[src/rtl/signed_seq_divider_if.sv]
// Handshake bundle for the sequential signed divider.
// The producer/consumer side uses master and the divider uses slave.
interface signed_seq_divider_if #(
  parameter int W = 8
);
  logic           in_valid;
  logic           in_ready;
  logic [2*W-1:0] dividend;
  logic [W-1:0]   divisor;
  logic           out_valid;
  logic           out_ready;
  logic [W-1:0]   quotient;
  logic [W-1:0]   remainder;
  logic           ovf;
  logic           dbz;

  modport master (
    output in_valid, dividend, divisor, out_ready,
    input  in_ready, out_valid, quotient, remainder, ovf, dbz
  );

  modport slave (
    input  in_valid, dividend, divisor, out_ready,
    output in_ready, out_valid, quotient, remainder, ovf, dbz
  );
endinterface

[src/rtl/signed_seq_divider.sv]
// Radix-2 restoring signed divider: 2W-bit dividend / W-bit divisor -> W-bit quotient and remainder.
// Magnitudes are divided MSB first, then signs, saturation and divide-by-zero are applied in one fix-up cycle.
module signed_seq_divider #(
  parameter int W = 8
) (
  input  logic                 clk,
  input  logic                 rst_n,
  signed_seq_divider_if.slave  bus
);

  typedef enum logic [1:0] {
    IDLE = 2'd0,
    CALC = 2'd1,
    FIX  = 2'd2,
    DONE = 2'd3
  } state_t;

  localparam int CW = $clog2(2*W);
  localparam logic [2*W-1:0] Q_POS_LIM = {{(W+1){1'b0}}, {(W-1){1'b1}}};
  localparam logic [2*W-1:0] Q_NEG_LIM = {{W{1'b0}}, 1'b1, {(W-1){1'b0}}};
  localparam logic [W-1:0]   SAT_POS   = {1'b0, {(W-1){1'b1}}};
  localparam logic [W-1:0]   SAT_NEG   = {1'b1, {(W-1){1'b0}}};

  function automatic logic [2*W-1:0] abs_wide(input logic [2*W-1:0] v);
    return v[2*W-1] ? (~v + 1'b1) : v;
  endfunction

  function automatic logic [W-1:0] abs_narrow(input logic [W-1:0] v);
    return v[W-1] ? (~v + 1'b1) : v;
  endfunction

  state_t         state_r;
  logic [2*W-1:0] dvd_r;      // dividend magnitude shifting out, quotient bits shifting in
  logic [W-1:0]   dvs_r;
  logic [W-1:0]   rem_r;
  logic [CW-1:0]  cnt_r;
  logic           sd_r;
  logic           sv_r;
  logic           dbz_pend_r;
  logic           in_ready_r;
  logic           out_valid_r;
  logic [W-1:0]   quo_r;
  logic [W-1:0]   rem_out_r;
  logic           ovf_r;
  logic           dbz_r;

  logic [W:0]     shift_s;
  logic           borrow_s;
  logic [W-1:0]   rem_next_s;
  logic           pos_s;
  logic           over_s;
  logic [W-1:0]   fix_q_s;
  logic [W-1:0]   fix_r_s;
  logic           fix_ovf_s;

  // One restoring step: shift in the next dividend bit and trial-subtract the divisor.
  always_comb begin
    shift_s    = {rem_r, dvd_r[2*W-1]};
    borrow_s   = (shift_s < {1'b0, dvs_r});
    rem_next_s = borrow_s ? shift_s[W-1:0] : W'(shift_s - {1'b0, dvs_r});
  end

  // Sign application, saturation and divide-by-zero substitution on the finished magnitudes.
  always_comb begin
    pos_s     = ~(sd_r ^ sv_r);
    over_s    = pos_s ? (dvd_r > Q_POS_LIM) : (dvd_r > Q_NEG_LIM);
    fix_q_s   = pos_s ? dvd_r[W-1:0] : (~dvd_r[W-1:0] + 1'b1);
    fix_r_s   = sd_r ? (~rem_r + 1'b1) : rem_r;
    fix_ovf_s = 1'b0;
    if (dbz_pend_r) begin
      fix_q_s   = sd_r ? SAT_NEG : SAT_POS;
      fix_r_s   = {W{1'b0}};
      fix_ovf_s = 1'b0;
    end else if (over_s) begin
      fix_q_s   = pos_s ? SAT_POS : SAT_NEG;
      fix_r_s   = {W{1'b0}};
      fix_ovf_s = 1'b1;
    end else begin
      fix_ovf_s = 1'b0;
    end
  end

  // Control FSM with datapath registers and registered handshake/result outputs.
  always_ff @(posedge clk or negedge rst_n) begin
    if (!rst_n) begin
      state_r     <= IDLE;
      dvd_r       <= {(2*W){1'b0}};
      dvs_r       <= {W{1'b0}};
      rem_r       <= {W{1'b0}};
      cnt_r       <= {CW{1'b0}};
      sd_r        <= 1'b0;
      sv_r        <= 1'b0;
      dbz_pend_r  <= 1'b0;
      in_ready_r  <= 1'b1;
      out_valid_r <= 1'b0;
      quo_r       <= {W{1'b0}};
      rem_out_r   <= {W{1'b0}};
      ovf_r       <= 1'b0;
      dbz_r       <= 1'b0;
    end else begin
      case (state_r)
        IDLE: begin
          if (bus.in_valid && in_ready_r) begin
            dvd_r      <= abs_wide(bus.dividend);
            dvs_r      <= abs_narrow(bus.divisor);
            sd_r       <= bus.dividend[2*W-1];
            sv_r       <= bus.divisor[W-1];
            dbz_pend_r <= (bus.divisor == {W{1'b0}});
            rem_r      <= {W{1'b0}};
            cnt_r      <= CW'(2*W-1);
            in_ready_r <= 1'b0;
            state_r    <= CALC;
          end
        end
        CALC: begin
          rem_r <= rem_next_s;
          dvd_r <= {dvd_r[2*W-2:0], ~borrow_s};
          if (cnt_r == {CW{1'b0}}) begin
            state_r <= FIX;
          end else begin
            cnt_r <= cnt_r - 1'b1;
          end
        end
        FIX: begin
          quo_r       <= fix_q_s;
          rem_out_r   <= fix_r_s;
          ovf_r       <= fix_ovf_s;
          dbz_r       <= dbz_pend_r;
          out_valid_r <= 1'b1;
          state_r     <= DONE;
        end
        DONE: begin
          if (bus.out_ready) begin
            out_valid_r <= 1'b0;
            in_ready_r  <= 1'b1;
            state_r     <= IDLE;
          end
        end
        default: begin
          out_valid_r <= 1'b0;
          in_ready_r  <= 1'b1;
          state_r     <= IDLE;
        end
      endcase
    end
  end

  assign bus.in_ready  = in_ready_r;
  assign bus.out_valid = out_valid_r;
  assign bus.quotient  = quo_r;
  assign bus.remainder = rem_out_r;
  assign bus.ovf       = ovf_r;
  assign bus.dbz       = dbz_r;

endmodule

[src/flat_wrapper.sv]
// flat-port wrapper written by rule: the top's interface ports become plain ports
module signed_seq_divider_flat 
#(
  parameter int W = 8
)
  (clk, rst_n, bus_in_valid, bus_dividend, bus_divisor, bus_out_ready, bus_in_ready, bus_out_valid, bus_quotient, bus_remainder, bus_ovf, bus_dbz);
  signed_seq_divider_if #(.W(W)) bus_i ();
  input  logic clk;
  input  logic rst_n;
  input wire logic [$bits(bus_i.in_valid)-1:0] bus_in_valid;
  input wire logic [$bits(bus_i.dividend)-1:0] bus_dividend;
  input wire logic [$bits(bus_i.divisor)-1:0] bus_divisor;
  input wire logic [$bits(bus_i.out_ready)-1:0] bus_out_ready;
  output wire logic [$bits(bus_i.in_ready)-1:0] bus_in_ready;
  output wire logic [$bits(bus_i.out_valid)-1:0] bus_out_valid;
  output wire logic [$bits(bus_i.quotient)-1:0] bus_quotient;
  output wire logic [$bits(bus_i.remainder)-1:0] bus_remainder;
  output wire logic [$bits(bus_i.ovf)-1:0] bus_ovf;
  output wire logic [$bits(bus_i.dbz)-1:0] bus_dbz;
  assign bus_i.in_valid = bus_in_valid;
  assign bus_i.dividend = bus_dividend;
  assign bus_i.divisor = bus_divisor;
  assign bus_i.out_ready = bus_out_ready;
  assign bus_in_ready = bus_i.in_ready;
  assign bus_out_valid = bus_i.out_valid;
  assign bus_quotient = bus_i.quotient;
  assign bus_remainder = bus_i.remainder;
  assign bus_ovf = bus_i.ovf;
  assign bus_dbz = bus_i.dbz;
  signed_seq_divider #(.W(W)) u_core (.clk(clk), .rst_n(rst_n), .bus(bus_i));
endmodule
[config.mk]
export PLATFORM = sky130hd
export DESIGN_NAME = signed_seq_divider_flat
export DESIGN_NICKNAME = d
export VERILOG_FILES = /design/src/rtl/signed_seq_divider_if.sv /design/src/rtl/signed_seq_divider.sv /design/src/flat_wrapper.sv
export SDC_FILE = /design/constraint.sdc
export NUM_CORES = 1
export LEC_CHECK = 0
export ABC_AREA = 0
export BUFFER_PORTS_ARGS = -buffer_cell sky130_fd_sc_hd__buf_2
export CORE_MARGIN = 2
export CORE_UTILIZATION = 53
export DETAILED_ROUTE_END_ITERATION = 8
export GPL_TIMING_DRIVEN = 0
export HOLD_SLACK_MARGIN = 0.12
export PLACE_DENSITY = 0.77
export SLEW_MARGIN = 40
export SYNTH_ARGS = -nofsm -noshare
export SYNTH_HDL_FRONTEND = slang
export SYNTH_SLANG_ARGS = --single-unit
[constraint.sdc]
create_clock -name clk -period 2.07 [get_ports clk]
set_input_delay 0.414 -clock clk [delete_from_list [all_inputs] [get_ports clk]]
set_output_delay 0.414 -clock clk [all_outputs]
set_load 0.05 [all_outputs]
==> impl_metrics.json <==
{
  "dieArea_mm2": 0.00803,
  "drive_gt1_share_pct": 23.9,
  "synth_largest_area_cell": "dfrtp_1",
  "postSynth.asyncResetShare_pct": 100,
  "antenna_found_initial": 0,
  "rsz0062_at_grt": "yes",
  "clockBufferDepth": 2,
  "track_usage_pct": 23.3,
  "drcViolationCount": 0,
  "hold_viol_final": 0,
  "root_buffer": "clkbuf_8",
  "fin_util_pct": 66.3,
  "synthTopCellsByArea": "dfrtp_1 (39%), ha_1 (5.5%), nand2_1 (4.3%)",
  "drtIter0Drc": 174,
  "diodes": 0,
  "critPathMaxStageDelay_ns": 0.53,
  "dp.cells": 584,
  "cpMaxStageDelayCell": "or4_4",
  "die_w_um": 89.6,
  "htree_num_levels": 3,
  "gp_congestion": 0.811,
  "grt_max_degree": 62,
  "final.setup.tns_ns": 0,
  "arrival_ns": 2.31,
  "finalWirelength_mm": 9.33,
  "numPortBuffers": 46,
  "overflow": 0,
  "stdcell_count": 606,
  "drtPass1Iterations": 4,
  "synthDistinctLibCells": 58,
  "fin_crit_ns": 2.06,
  "numCtsBuffers": 9,
  "nets": 549,
  "ys.flop_type": "dfrtp_1",
  "final_common_cell": "dfrtp_1",
  "crit_chain": "buf_2 > or4_4 > buf_6 > or4_4 > o31a_4 > xnor2_2 > o22ai_1",
  "tritoncts": "done",
  "finalSetupViolCount": 0,
  "worstPathRequired_ns": 2.32,
  "ys_ff_latch": 61,
  "finalHoldWorstSlack_ns": 0.310,
  "yosys_warnings": 0,
  "final_cell_mix": "dfrtp_1 (57), nand2_1 (45), buf_2 (44), inv_1 (42), o21ai_0 (31)",
  "ant_nets": 0,
  "viasPerCell": 5.79,
  "crit_path_start_kind": "input pin",
  "rows": 31,
  "slew_viol_final": 0,
  "grt_pass1_wl_mm": 14.4,
  "fmax_mhz": 486,
  "status": "finished, final reports clean",
  "cts.clk_slew.worst_paths_ns": 0.06,
  "preCtsSetupSlack_ns": -0.389,
  "initial_utilization_pct": 54.2,
  "dp_hpwl_mm": 6.60,
  "holdPathStages": 2,
  "critical_path.max_fanout": 5,
  "crit_type": "in2reg",
  "yosysSeqAreaShare_pct": 39.3,
  "ioPinCount": 48,
  "synth_nets": 485,
  "synth_edf_count": 0,
  "synth_top_area_share_pct": 38.6,
  "coreArea_mm2": 0.00718,
  "syn_area_mm2": 0.00389,
  "netlist_instances": 439,
  "hold_path.class": "in2reg",
  "critPathCaptureType": "flip-flop",
  "ir_worst_vdd_mv": 0.363,
  "route.vias.total": 3508,
  "drv_cap": 0,
  "crit_top_cell": "or4_4",
  "r2r_cells": 5,
  "cts_sinks": 61,
  "clock_latency_ns": 0.34,
  "grt_pass1_vias": 3046,
  "worst_slack_ns": 0.0119,
  "power.density_mw_per_mm2": 525,
  "clock_skew_ns": 0.00599,
  "syn_avg_cell_area_um2": 8.85,
  "cellLeakagePower_nw": 2.16,
  "routedWlPerCell_um": 15.4,
  "maxSlewHeadroom_pct": 56.1,
  "die_y_um": 89.6,
  "period_share_pct": 99.4,
  "worstMarginPinSlew_ns": 0.659,
  "area_growth_pct": 22.4
}
[path summary, 6_finish.rpt]
check                      slack [ns]                      end        startpoint
setup / recovery                 0.01          u_core.dvd_r[9]   bus_dividend[4]
hold / removal                   0.31        u_core.dbz_pend_r    bus_divisor[6]
setup reg to reg                 0.01   u_core.bus.quotient[6]  u_core.dvd_r[10]
hold reg to reg                  0.48          u_core.dvs_r[3]   u_core.dvs_r[3]
max in group asynchronous        1.06          u_core.dvd_r[0]             rst_n
min in group asynchronous        0.61  u_core.bus.remainder[7]             rst_n
[kinds of logic (layout without fill, tap and decap cells)]
kind of cell,after synthesis,after routing,synth area share [%]
buffers and inverters,62,130,6.05
adders and majority gates,18,18,5.99
AOI/OAI and AO/OA,127,127,22.3
and+or+nand+nor,130,130,16.7
muxes,11,11,2.93
DFF,61,61,39.3
xor gates and xnor gates,30,30,6.76
[through the flow]
stage	cell area (um^2)	power, mW
6_report	4760	2.50
5_1_grt	4760	2.60
4_1_cts	4560	2.51
3_5_place_dp	4250	1.36
3_3_place_gp	4250	1.36
2_1_floorplan	3890	1.29
[critical path, delay by kind of cell]
kind	cells	cell delay, ns
compound gates	2	0.47
xor+xnor	1	0.14
buf+inv	2	0.25
simple gates	2	1.03
[per-layer routing]
metal	global-route usage (%)	vias up	wire length [um]
met5	0	-	0
met3	5.30	12	465
met4	6.92	0	141
met2	36.8	109	4540
li1	-	1701	-
met1	32.0	1686	4190
[state kept, by name, summed over array words and instances (netlist names)]
signal	count
u_core.dvd_r	16
u_core.bus.quotient	8
u_core.bus.remainder	8
u_core.dvs_r	8
u_core.rem_r	8
u_core.cnt_r	4
u_core.state_r	2
u_core.bus.dbz	1
u_core.bus.in_ready	1
u_core.bus.out_valid	1
u_core.bus.ovf	1
u_core.dbz_pend_r	1
u_core.sd_r	1
u_core.sv_r	1
[cells in the mapped netlist (10+ instances only)]
cell type	n
a21oi_1	23
dfrtp_1	60
or3_1	11
clkbuf_1	17
ha_1	17
inv_1	43
o22ai_1	11
nor2_1	26
o21ai_0	33
o31ai_1	10
xnor2_1	12
xor2_1	18
nand2_1	45
[what timing repair did]
item | 4_1_cts | 5_1_grt
endpoints found under the setup margin | 37 | 28
pin swaps | 3 | 16
setup buffers | 2 | 6
resized for setup | 21 | 35
cloned | 0 | 0
hold buffers | 0 | 1
endpoints found under the hold margin | 0 | 60
[report_power, final]
group / internal (mW) / switching (mW) / total [mW]
clock: 0.702 / 0.447 / 1.15
sequential: 1.19 / 0 / 1.19
combinational: 0.0675 / 0.0895 / 0.157
total: 1.96 / 0.537 / 2.50
[final cells by class]
| cell class | count | area (um^2) |
|---|---|---|
| buffer | 17 | 85.1 |
| clock buffer | 11 | 141 |
| clock inverter | 4 | 72.6 |
| fill | 593 | 2420 |
| inverter | 43 | 161 |
| multi-input combinational | 316 | 2320 |
| sequential | 61 | 1530 |
| tap | 99 | 124 |
| timing repair buffer | 55 | 317 |
Note: power is estimated with default switching activity, not from simulation.
